$ cat src/rtl/booth_mac_acc8_pkg.sv
// Shared constants and FSM encoding for the Booth multiplier accumulate stage.
package booth_mac_acc8_pkg;

    localparam int PROD_W          = 16;
    localparam int DEF_ACC_WIDTH   = 24;
    localparam int DEF_COUNT_WIDTH = 8;

    typedef enum logic {
        ST_IDLE  = 1'b0,
        ST_ACCUM = 1'b1
    } state_t;

endpackage

$ cat src/rtl/booth_mac_sat_add.sv
// Accumulator adder: wraps by default, clamps to the signed range with sat_hit
// when BOOTH_MAC_SAT_EN is defined.
module booth_mac_sat_add
    import booth_mac_acc8_pkg::*;
#(
    parameter int ACC_WIDTH = DEF_ACC_WIDTH
) (
    input  logic [ACC_WIDTH-1:0] a,
    input  logic [ACC_WIDTH-1:0] b,
    output logic [ACC_WIDTH-1:0] sum,
    output logic                 sat_hit
);

`ifdef BOOTH_MAC_SAT_EN
    logic [ACC_WIDTH:0] wide;

    assign wide = {a[ACC_WIDTH-1], a} + {b[ACC_WIDTH-1], b};

    // Overflow shows up as the top two bits of the widened sum disagreeing.
    always_comb begin
        sum     = wide[ACC_WIDTH-1:0];
        sat_hit = 1'b0;
        if (wide[ACC_WIDTH] != wide[ACC_WIDTH-1]) begin
            sat_hit = 1'b1;
            sum     = {wide[ACC_WIDTH], {(ACC_WIDTH-1){~wide[ACC_WIDTH]}}};
        end
    end
`else
    assign sum     = a + b;
    assign sat_hit = 1'b0;
`endif

endmodule

$ cat src/rtl/booth_mac_acc8.sv
// Frame accumulator behind the radix-8 Booth multiplier: sums frame_len products
// into a one-deep valid/ready result register. Optional clamp: BOOTH_MAC_SAT_EN.
module booth_mac_acc8
    import booth_mac_acc8_pkg::*;
#(
    parameter int ACC_WIDTH   = DEF_ACC_WIDTH,
    parameter int COUNT_WIDTH = DEF_COUNT_WIDTH
) (
    input  logic                   clk,
    input  logic                   rst,
    input  logic                   clear,
    input  logic [COUNT_WIDTH-1:0] frame_len,
    input  logic [PROD_W-1:0]      prod_in,
    input  logic                   prod_valid,
    input  logic                   prod_signed,
    output logic [ACC_WIDTH-1:0]   acc_out,
    output logic                   acc_valid,
    input  logic                   acc_ready,
    output logic                   busy,
    output logic                   overrun,
    output logic                   sat
);

    state_t                 state, state_nxt;
    logic [ACC_WIDTH-1:0]   acc;
    logic [COUNT_WIDTH-1:0] count;
    logic [COUNT_WIDTH-1:0] len_q;
    logic [COUNT_WIDTH-1:0] len_sel;
    logic [COUNT_WIDTH:0]   len_full;
    logic [COUNT_WIDTH:0]   cnt_inc;
    logic [ACC_WIDTH-1:0]   ext_prod;
    logic [ACC_WIDTH-1:0]   sum;
    logic                   sat_hit;
    logic                   frame_done;

    assign ext_prod = {{(ACC_WIDTH-PROD_W){prod_signed & prod_in[PROD_W-1]}}, prod_in};

    // frame_len is live only for the first product; a zero length means 2^COUNT_WIDTH.
    assign len_sel    = (state == ST_IDLE) ? frame_len : len_q;
    assign len_full   = (len_sel == '0) ? {1'b1, {COUNT_WIDTH{1'b0}}} : {1'b0, len_sel};
    assign cnt_inc    = {1'b0, count} + {{COUNT_WIDTH{1'b0}}, 1'b1};
    assign frame_done = prod_valid && (cnt_inc == len_full);
    assign busy       = (state == ST_ACCUM);

    booth_mac_sat_add #(.ACC_WIDTH(ACC_WIDTH)) u_add (
        .a       (acc),
        .b       (ext_prod),
        .sum     (sum),
        .sat_hit (sat_hit)
    );

    always_comb begin
        state_nxt = state;
        if (clear) begin
            state_nxt = ST_IDLE;
        end else if (prod_valid) begin
            state_nxt = frame_done ? ST_IDLE : ST_ACCUM;
        end
    end

    always_ff @(posedge clk) begin
        if (rst) begin
            state <= ST_IDLE;
        end else begin
            state <= state_nxt;
        end
    end

    // acc_out transfers on any edge with acc_valid & acc_ready; a completion on that
    // same edge refills the register, a completion while stalled is dropped as overrun.
    always_ff @(posedge clk) begin
        if (rst) begin
            acc       <= '0;
            count     <= '0;
            len_q     <= '0;
            acc_out   <= '0;
            acc_valid <= 1'b0;
            overrun   <= 1'b0;
            sat       <= 1'b0;
        end else begin
            if (acc_valid && acc_ready) begin
                acc_valid <= 1'b0;
            end
            if (clear) begin
                acc     <= '0;
                count   <= '0;
                overrun <= 1'b0;
                sat     <= 1'b0;
            end else if (prod_valid) begin
                if (sat_hit) begin
                    sat <= 1'b1;
                end
                if (state == ST_IDLE) begin
                    len_q <= frame_len;
                end
                if (frame_done) begin
                    acc   <= '0;
                    count <= '0;
                    if (acc_valid && !acc_ready) begin
                        overrun <= 1'b1;
                    end else begin
                        acc_out   <= sum;
                        acc_valid <= 1'b1;
                    end
                end else begin
                    acc   <= sum;
                    count <= cnt_inc[COUNT_WIDTH-1:0];
                end
            end
        end
    end

endmodule

$ cat config.mk
export PLATFORM = sky130hd
export DESIGN_NAME = booth_mac_acc8
export DESIGN_NICKNAME = d
export VERILOG_FILES = /design/src/rtl/booth_mac_acc8_pkg.sv /design/src/rtl/booth_mac_sat_add.sv /design/src/rtl/booth_mac_acc8.sv
export SDC_FILE = /design/constraint.sdc
export NUM_CORES = 1
export LEC_CHECK = 0
export ABC_AREA = 1
export CORE_MARGIN = 10
export CORE_UTILIZATION = 55
export DETAILED_ROUTE_END_ITERATION = 7
export PLACE_DENSITY = 0.79
export REMOVE_ABC_BUFFERS = 1
export SYNTH_ARGS = -nofsm -noshare
export SYNTH_HDL_FRONTEND = slang
export SYNTH_SLANG_ARGS = --single-unit
$ cat constraint.sdc
create_clock -name clk -period 5 [get_ports clk]
set_clock_uncertainty 0.2 [all_clocks]
set_input_delay 0.5 -clock clk [delete_from_list [all_inputs] [get_ports clk]]
set_output_delay 0.5 -clock clk [all_outputs]
set_load 0.005 [all_outputs]
==> impl_metrics.csv <==
group,metric,value,unit
outcome,status,"finished clean",
job,cap_violations,0,
global_route,antenna_found_initial,0,
clock_tree,cts_tree,"done",
floorplanning,fp-row-count,34,
routing,drtIter0Drc,402,
global_route,overflow,0,
place,numPortBuffers,56,
setup_path,cp_slowest_cell,"dfxtp_1",
clock_tree,cts_max_level,3,
logic_synthesis,syn_avg_cell_area,6.05,sq um
timing,drv_slew,0,
clock_tree,worstSkewPairLatency,0.35,ns
setup_path,required,5.06,ns
clock_tree,numCtsBuffers,9,
layout,fillers,831,
logic_synthesis,syn_area,4800,sq um
setup_path,cp_top_family,"simple AND/OR/NAND/NOR gates",
power_and_ir_drop,power,1.34,mW
setup_path,rrSetupSlack,1.94,ns
logic_synthesis,synthCells,793,
floorplanning,die_h,113,um
floorplanning,core_region_area,8590,sq um
routing,drc,0,
timing,finalCritPeriodShare,0.613,
timing,final_hold_viol_count,0,
global_route,grt_pass1_wl,22.3,mm
place,dpl_cell_area,5330,sq um
setup_path,rr_worst_depth,12,
floorplanning,start_util,0.558,
hold_path,hold-path-endpoint,"acc_out[16]",
clock_tree,root_buffer,"clkbuf_8",
place,place_congestion,0.932,
timing,timing.hold.ws,0.260,ns
clock_tree,cts_hold_buf,0,
setup_path,rr_startpoint,"busy",
setup_path,criticalPathCategory,"reg -> reg",
global_route,grt_use_total,0.204,
hold_path,whs_path_depth,2,
floorplanning,dieWidth,113,um
setup_path,end_kind,"flip-flop",
timing,rsz0062_at_grt,"no",
layout,most-common-layout-cells,"nand2_1 (283), inv_1 (116), a21oi_1 (81), nand3_1 (67), dfxtp_1 (67)",
timing,fmax,326,MHz
layout,finish.instance_area,5570,sq um
layout,final_nets,889,
routing,vias,5042,
power_and_ir_drop,power_per_cell_area,240,nW/um^2
setup_path,worstPathArrival,3.12,ns
clock_tree,cts_buffer_depth,2,
logic_synthesis,ys_types,27,
routing,avgViaCountPerCell,5.32,
floorplanning,design.die.area,12900,sq um
power_and_ir_drop,max-vdd-ir-drop,156,uV
power_and_ir_drop,power.leakage,2.64,nW
logic_synthesis,yosysWarnings,0,
timing,slew_headroom,0.239,
place,dp_slack,1.81,ns
routing,postRouteAntennaNets,0,
setup_path,slowest_delay,0.69,ns
clock_tree,post_cts_buffers,0,
setup_path,rr_endpoint,"overrun",
hold_path,hold_start,"acc_out[16]",
setup_path,start_kind,"flip-flop",
setup_path,cp_cell_sequence,"inv_1, nand2_1, nand3_1, nand2_1, nand3_1, nor2_1, nand3_1, nor2_8, nand2_4, inv_1, nand2_1, a21oi_1",
clock_tree,clk_pin_slew,0.08,ns
timing,tns,0,ns
layout,layout.cells.most_common,"nand2_1",
routing,wl,13.0,mm
timing,period_minus_slack,3.07,ns
global_route,grt_pass1_vias,4807,
layout,layout-drive-gt1-share,0.0298,
global_route,grt_max_degree,61,
routing,drt-wirelength-per-cell,13.7,um
timing,setup_viol_count_final,0,
timing,worst_pin_slew,1.14,ns
setup_path,path_max_fanout,33,
place,hpwl,9.65,mm
logic_synthesis,ys_seq_elements,67,
layout,diodes,0,
clock_tree,ctsResizeCount,0,
floorplanning,pin_count,58,
setup_path,path_buf_inv,2,
clock_tree,cts.sinks,67,
hold_path,hold_path_class,"reg -> reg",
timing,finalWorstSetupSlack,1.94,ns
logic_synthesis,ys_seq_area_frac,0.280,
layout,area_growth,16.2,%
routing,first_pass_iters,5,
Yosys cell counts, drive strengths merged:
master / n / area share
nor2: 48 / 0.041
xor2: 12 / 0.022
fa: 1 / 0.0042
nand2: 284 / 0.22
nand3: 69 / 0.076
and2: 2 / 0.0026
o21ai: 19 / 0.021
xnor2: 2 / 0.0037
ha: 24 / 0.063
inv: 116 / 0.091
a21oi: 81 / 0.085
dfxtp: 67 / 0.28
clkbuf: 17 / 0.013
buf: 12 / 0.023
nand4: 33 / 0.043
nand3b: 3 / 0.0047
o21bai: 2 / 0.0031
conb: 1 / 0.00078
power by group:
group          switching [mW]  internal [mW]
logic                   0.143         0.0822
registers             0.00957          0.546
clock network           0.223          0.333
total                   0.375          0.962
kinds of logic (layout without fill, tap and decap cells):
logic type,after synthesis,in the layout,share of synthesized area
flip-flops,67,67,0.280
XOR/XNOR,14,14,0.0256
AO/OA/AOI/OAI,102,102,0.108
other,1,1,0.000782
AND/OR/NAND/NOR,439,439,0.391
buffers and inverters,145,191,0.128
adder cells (fa/ha/maj),25,25,0.0668
final cells by class:
| class | instances | area, sq um | share of cell area |
|---|---|---|---|
| inverter | 116 | 435 | 0.0781 |
| timing repair buffer | 59 | 578 | 0.104 |
| sequential | 67 | 1340 | 0.241 |
| tap | 108 | 135 | 0.0242 |
| clock buffer | 10 | 128 | 0.0229 |
| clock inverter | 6 | 113 | 0.0202 |
| multi-input combinational | 581 | 2840 | 0.510 |
registers in the layout, summed over array words and instances (netlist names):
signal / count
busy: 1
acc: 24
count: 8
overrun: 1
acc_out: 24
acc_valid: 1
len_q: 8
per-stage QoR:
step | util | instances
after floorplan | - | 764
after global placement | 0.621 | 931
after CTS | 0.649 | 947
after detailed placement | 0.621 | 931
final | 0.649 | 947
after global routing | 0.649 | 947
routing by layer:
metal / global-route usage / vias to the layer above / share of wire
met3: 0.0399 / 19 / 0.066
met1: 0.265 / 2267 / 0.46
met2: 0.331 / 149 / 0.46
li1: - / 2607 / -
met5: 0 / - / 0
met4: 0.0685 / 0 / 0.017
tightest hold or removal path, stage by stage (launching register included):
cell	delay, ns
dfxtp_1	0.31
nand2_1	0.06
a21oi_1	0.05
how the worst max path moves through the flow:
stage                       from          end  cells past startpoint
finish                      busy      overrun                     12
global route                busy      overrun                     12
CTS                         busy      overrun                     12
detailed placement  frame_len[5]      overrun                     12
global placement      prod_in[0]  acc_out[12]                     12
floorplan               count[0]      overrun                     13
Power figures use the tool's default switching activity.
==> RTL edit 1, RTL diff (config.mk and constraints unchanged) <==
Put one more register stage on the output `overrun`, cleared by the reset. The value now appears one clock later. The other outputs are not delayed to match.
--- a/src/rtl/booth_mac_acc8.sv
+++ b/src/rtl/booth_mac_acc8.sv
@@ -21,4 +21,6 @@
     output logic                   sat
 );
+
+    logic overrun_s0;
 
     state_t                 state, state_nxt;
@@ -76,5 +78,5 @@
             acc_out   <= '0;
             acc_valid <= 1'b0;
-            overrun   <= 1'b0;
+            overrun_s0 <= 1'b0;
             sat       <= 1'b0;
         end else begin
@@ -85,5 +87,5 @@
                 acc     <= '0;
                 count   <= '0;
-                overrun <= 1'b0;
+                overrun_s0 <= 1'b0;
                 sat     <= 1'b0;
             end else if (prod_valid) begin
@@ -98,5 +100,5 @@
                     count <= '0;
                     if (acc_valid && !acc_ready) begin
-                        overrun <= 1'b1;
+                        overrun_s0 <= 1'b1;
                     end else begin
                         acc_out   <= sum;
@@ -111,4 +113,12 @@
     end
 
+    always_ff @(posedge clk) begin
+        if (rst) begin
+            overrun <= '0;
+        end else begin
+            overrun <= overrun_s0;
+        end
+    end
+
 endmodule
 
Behaviour: not the same (Yosys sat finds a counterexample within 4 cycles, from zero or initial values and one cycle with rst high).
==> RTL edit 1 against the original RTL <==
- routed wire length grew 4.2%
- area after synthesis rose by 0.83%
- critical path depth grew 1
- sequential power is 1% higher
- design area grew 0.99%
- worst setup slack worse by 120 ps
- clock power increased by 1%
- combinational power is 2% higher
- die area up 0.69%
- final cell count down 0.84%
- sequential cell count grew 1
- fmax shrank 3.7%
- total power grew 1.3%
- critical path type unchanged
==> RTL edit 1: results <==
set metrics [dict create \
    min_period_over_period_pct 63.6 \
    drtIter0Drc 296 \
    dp_hpwl_um 10100 \
    multi_input_area_share_pct 50.7 \
    core_area_um2 8640 \
    reg2reg_depth 13 \
    multi_input_gates 567 \
    cts_sinks 68 \
    seq_area_um2 1360 \
    fillers 832 \
    intPower_w 0.000971 \
    drive_above_1_share_pct 5.54 \
    ys_top_cells_by_area "dfxtp_1, nand2_1, inv_1, a21oi_1, nand3_1" \
    max_slew_margin_pct 19.5 \
    grt_max_degree 34 \
    regToRegSetupSlack_ps 1820 \
    min_from "overrun_s0" \
    stdcell_area_um2 5630 \
    gp_congestion 0.944 \
    numPlacedInstances 923 \
    final_cell_count_no_fill 939 \
    yosysUniqueCellTypes 34 \
    met2_wirelength_um 6190 \
    status "finished clean" \
    vdd_drop_max_mv 0.143 \
    wl_per_cell_um 14.4 \
    leakagePower_nw 2.67 \
    arrival_ps 3210 \
    wl_met3_um 936 \
    use_met1_pct 26.8 \
    pre_cts_ws_ps 1690 \
    ys_seq_area_share_pct 28.2 \
    groute.layer.met3.usage_pct 3.88 \
    grt_pass1_vias 4609 \
    min_to "overrun" \
]
## RTL edit 1: cell types whose count changed in the layout (fill, tap and decap cells not counted), sizes merged, moves of 2 or more
| cell | change |
|---|---|
| clkinv | +2 |
| a21oi | -4 |
| o21ai | -3 |
| xor2 | +3 |
| nand3 | -3 |
| inv | +2 |
| nand2 | -11 |
| or2 | +3 |
## RTL edit 1: critical path: cells and delay by family (launching register included)
family,cells,cell delay (ps)
AND/OR/NAND/NOR,11,1920
flip-flops,1,610
buffers and inverters,1,240
AO/OA/AOI/OAI,1,80
## RTL edit 1: kinds of logic after synthesis
group | Yosys count | synth area share (%)
AND/OR/NAND/NOR | 431 | 39.4
buffers and inverters | 148 | 12.8
AO/OA/AOI/OAI | 94 | 9.94
flip-flops | 68 | 28.2
adder cells (fa/ha/maj) | 25 | 6.62
XOR/XNOR | 16 | 3.05
other | 1 | 0.0775
==> RTL edit 2, RTL diff (config.mk and constraints unchanged) <==
Made on the original files. Set the package constant `DEF_COUNT_WIDTH` to 10 (it was 8).
--- a/src/rtl/booth_mac_acc8_pkg.sv
+++ b/src/rtl/booth_mac_acc8_pkg.sv
@@ -4,5 +4,5 @@
     localparam int PROD_W          = 16;
     localparam int DEF_ACC_WIDTH   = 24;
-    localparam int DEF_COUNT_WIDTH = 8;
+    localparam int DEF_COUNT_WIDTH = 10;
 
     typedef enum logic {
Interface: changed (resized frame_len); port bits go from 58 to 60. No check against the original RTL was run, so the function may have changed too.
==> RTL edit 2 against the original RTL <==
- area after synthesis up 4.0%
- design area grew 3.5%
- combinational power rose by 8%
- routed wire length increased by 12%
- worst setup slack worse by 400 ps
- total power grew 3.0%
- sequential share of layout area grew 0.57 points
- sequential cell count is 4 higher
- count of clock-buffer cells in the layout is the same
- clock power fell by 2%
- worst hold slack gained 2.9 ps
- core utilization rose by 0.98 points
==> RTL edit 2: results <==
set metrics [dict create \
    status "finished clean" \
    wl_per_cell_um 15.0 \
    dp_hpwl_um 10600 \
    avgSynthCellArea_um2 6.18 \
    drive_above_1_share_pct 4.80 \
    share_comb_of_total_power_pct 17.7 \
    leakagePower_nw 2.60 \
    fmax_ghz 0.289 \
    synth-compound-area-share_pct 11.7 \
    synth_xor_area_share_pct 2.78 \
    grtUsageTotal_pct 21.9 \
    numPlacedInstances 947 \
    fillers 837 \
    grt_pass1_wl_um 24400 \
    synth_common_cells "nand2_1, a21oi_1, inv_1" \
    gp_congestion 0.917 \
    fin_nets 907 \
    min_from "acc_out[4]" \
    vdd_drop_max_mv 0.143 \
    pre_cts_ws_ps 1520 \
    pg_comb_w 0.000244 \
    tightest_slew_ps 1290 \
    arrival_ps 3460 \
    placed_area_um2 5540 \
    yosysUniqueCellTypes 30 \
]
RTL edit 2: cell count changes after synthesis, moves of 7 or more:
cell     delta
a21oi_1    +10
inv_1      -26
nand2_1    -15
nand2_2    +11
nor3_1      +9
o21ai_0     +7
RTL edit 2: per-layer routing:
| layer | track usage (%) | part of all wire [%] | wire (µm) |
|---|---|---|---|
| met4 | 5.12 | 1.1 | 161 |
| met3 | 4.48 | 6.5 | 935 |
| met2 | 35.9 | 46 | 6680 |
| met5 | 0 | 0 | 0 |
| met1 | 28.9 | 46 | 6710 |
RTL edit 2: worst paths after layout:
kind | endpoint | depth (start not counted)
worst max-delay path | acc[16] | 13
worst min-delay path | acc_out[4] | 2
worst max register to register | acc[16] | 13
worst min register to register | acc_out[4] | 2
RTL edit 2: area by class of cell:
type,instances,area [µm²],area share (%)
Clock inverter,6,92.6,1.60
Clock buffer,10,138,2.39
Multi-Input combinational cell,610,3020,52.3
Tap cell,108,135,2.34
Timing Repair Buffer,62,606,10.5
Sequential cell,71,1420,24.6
Inverter,96,360,6.25
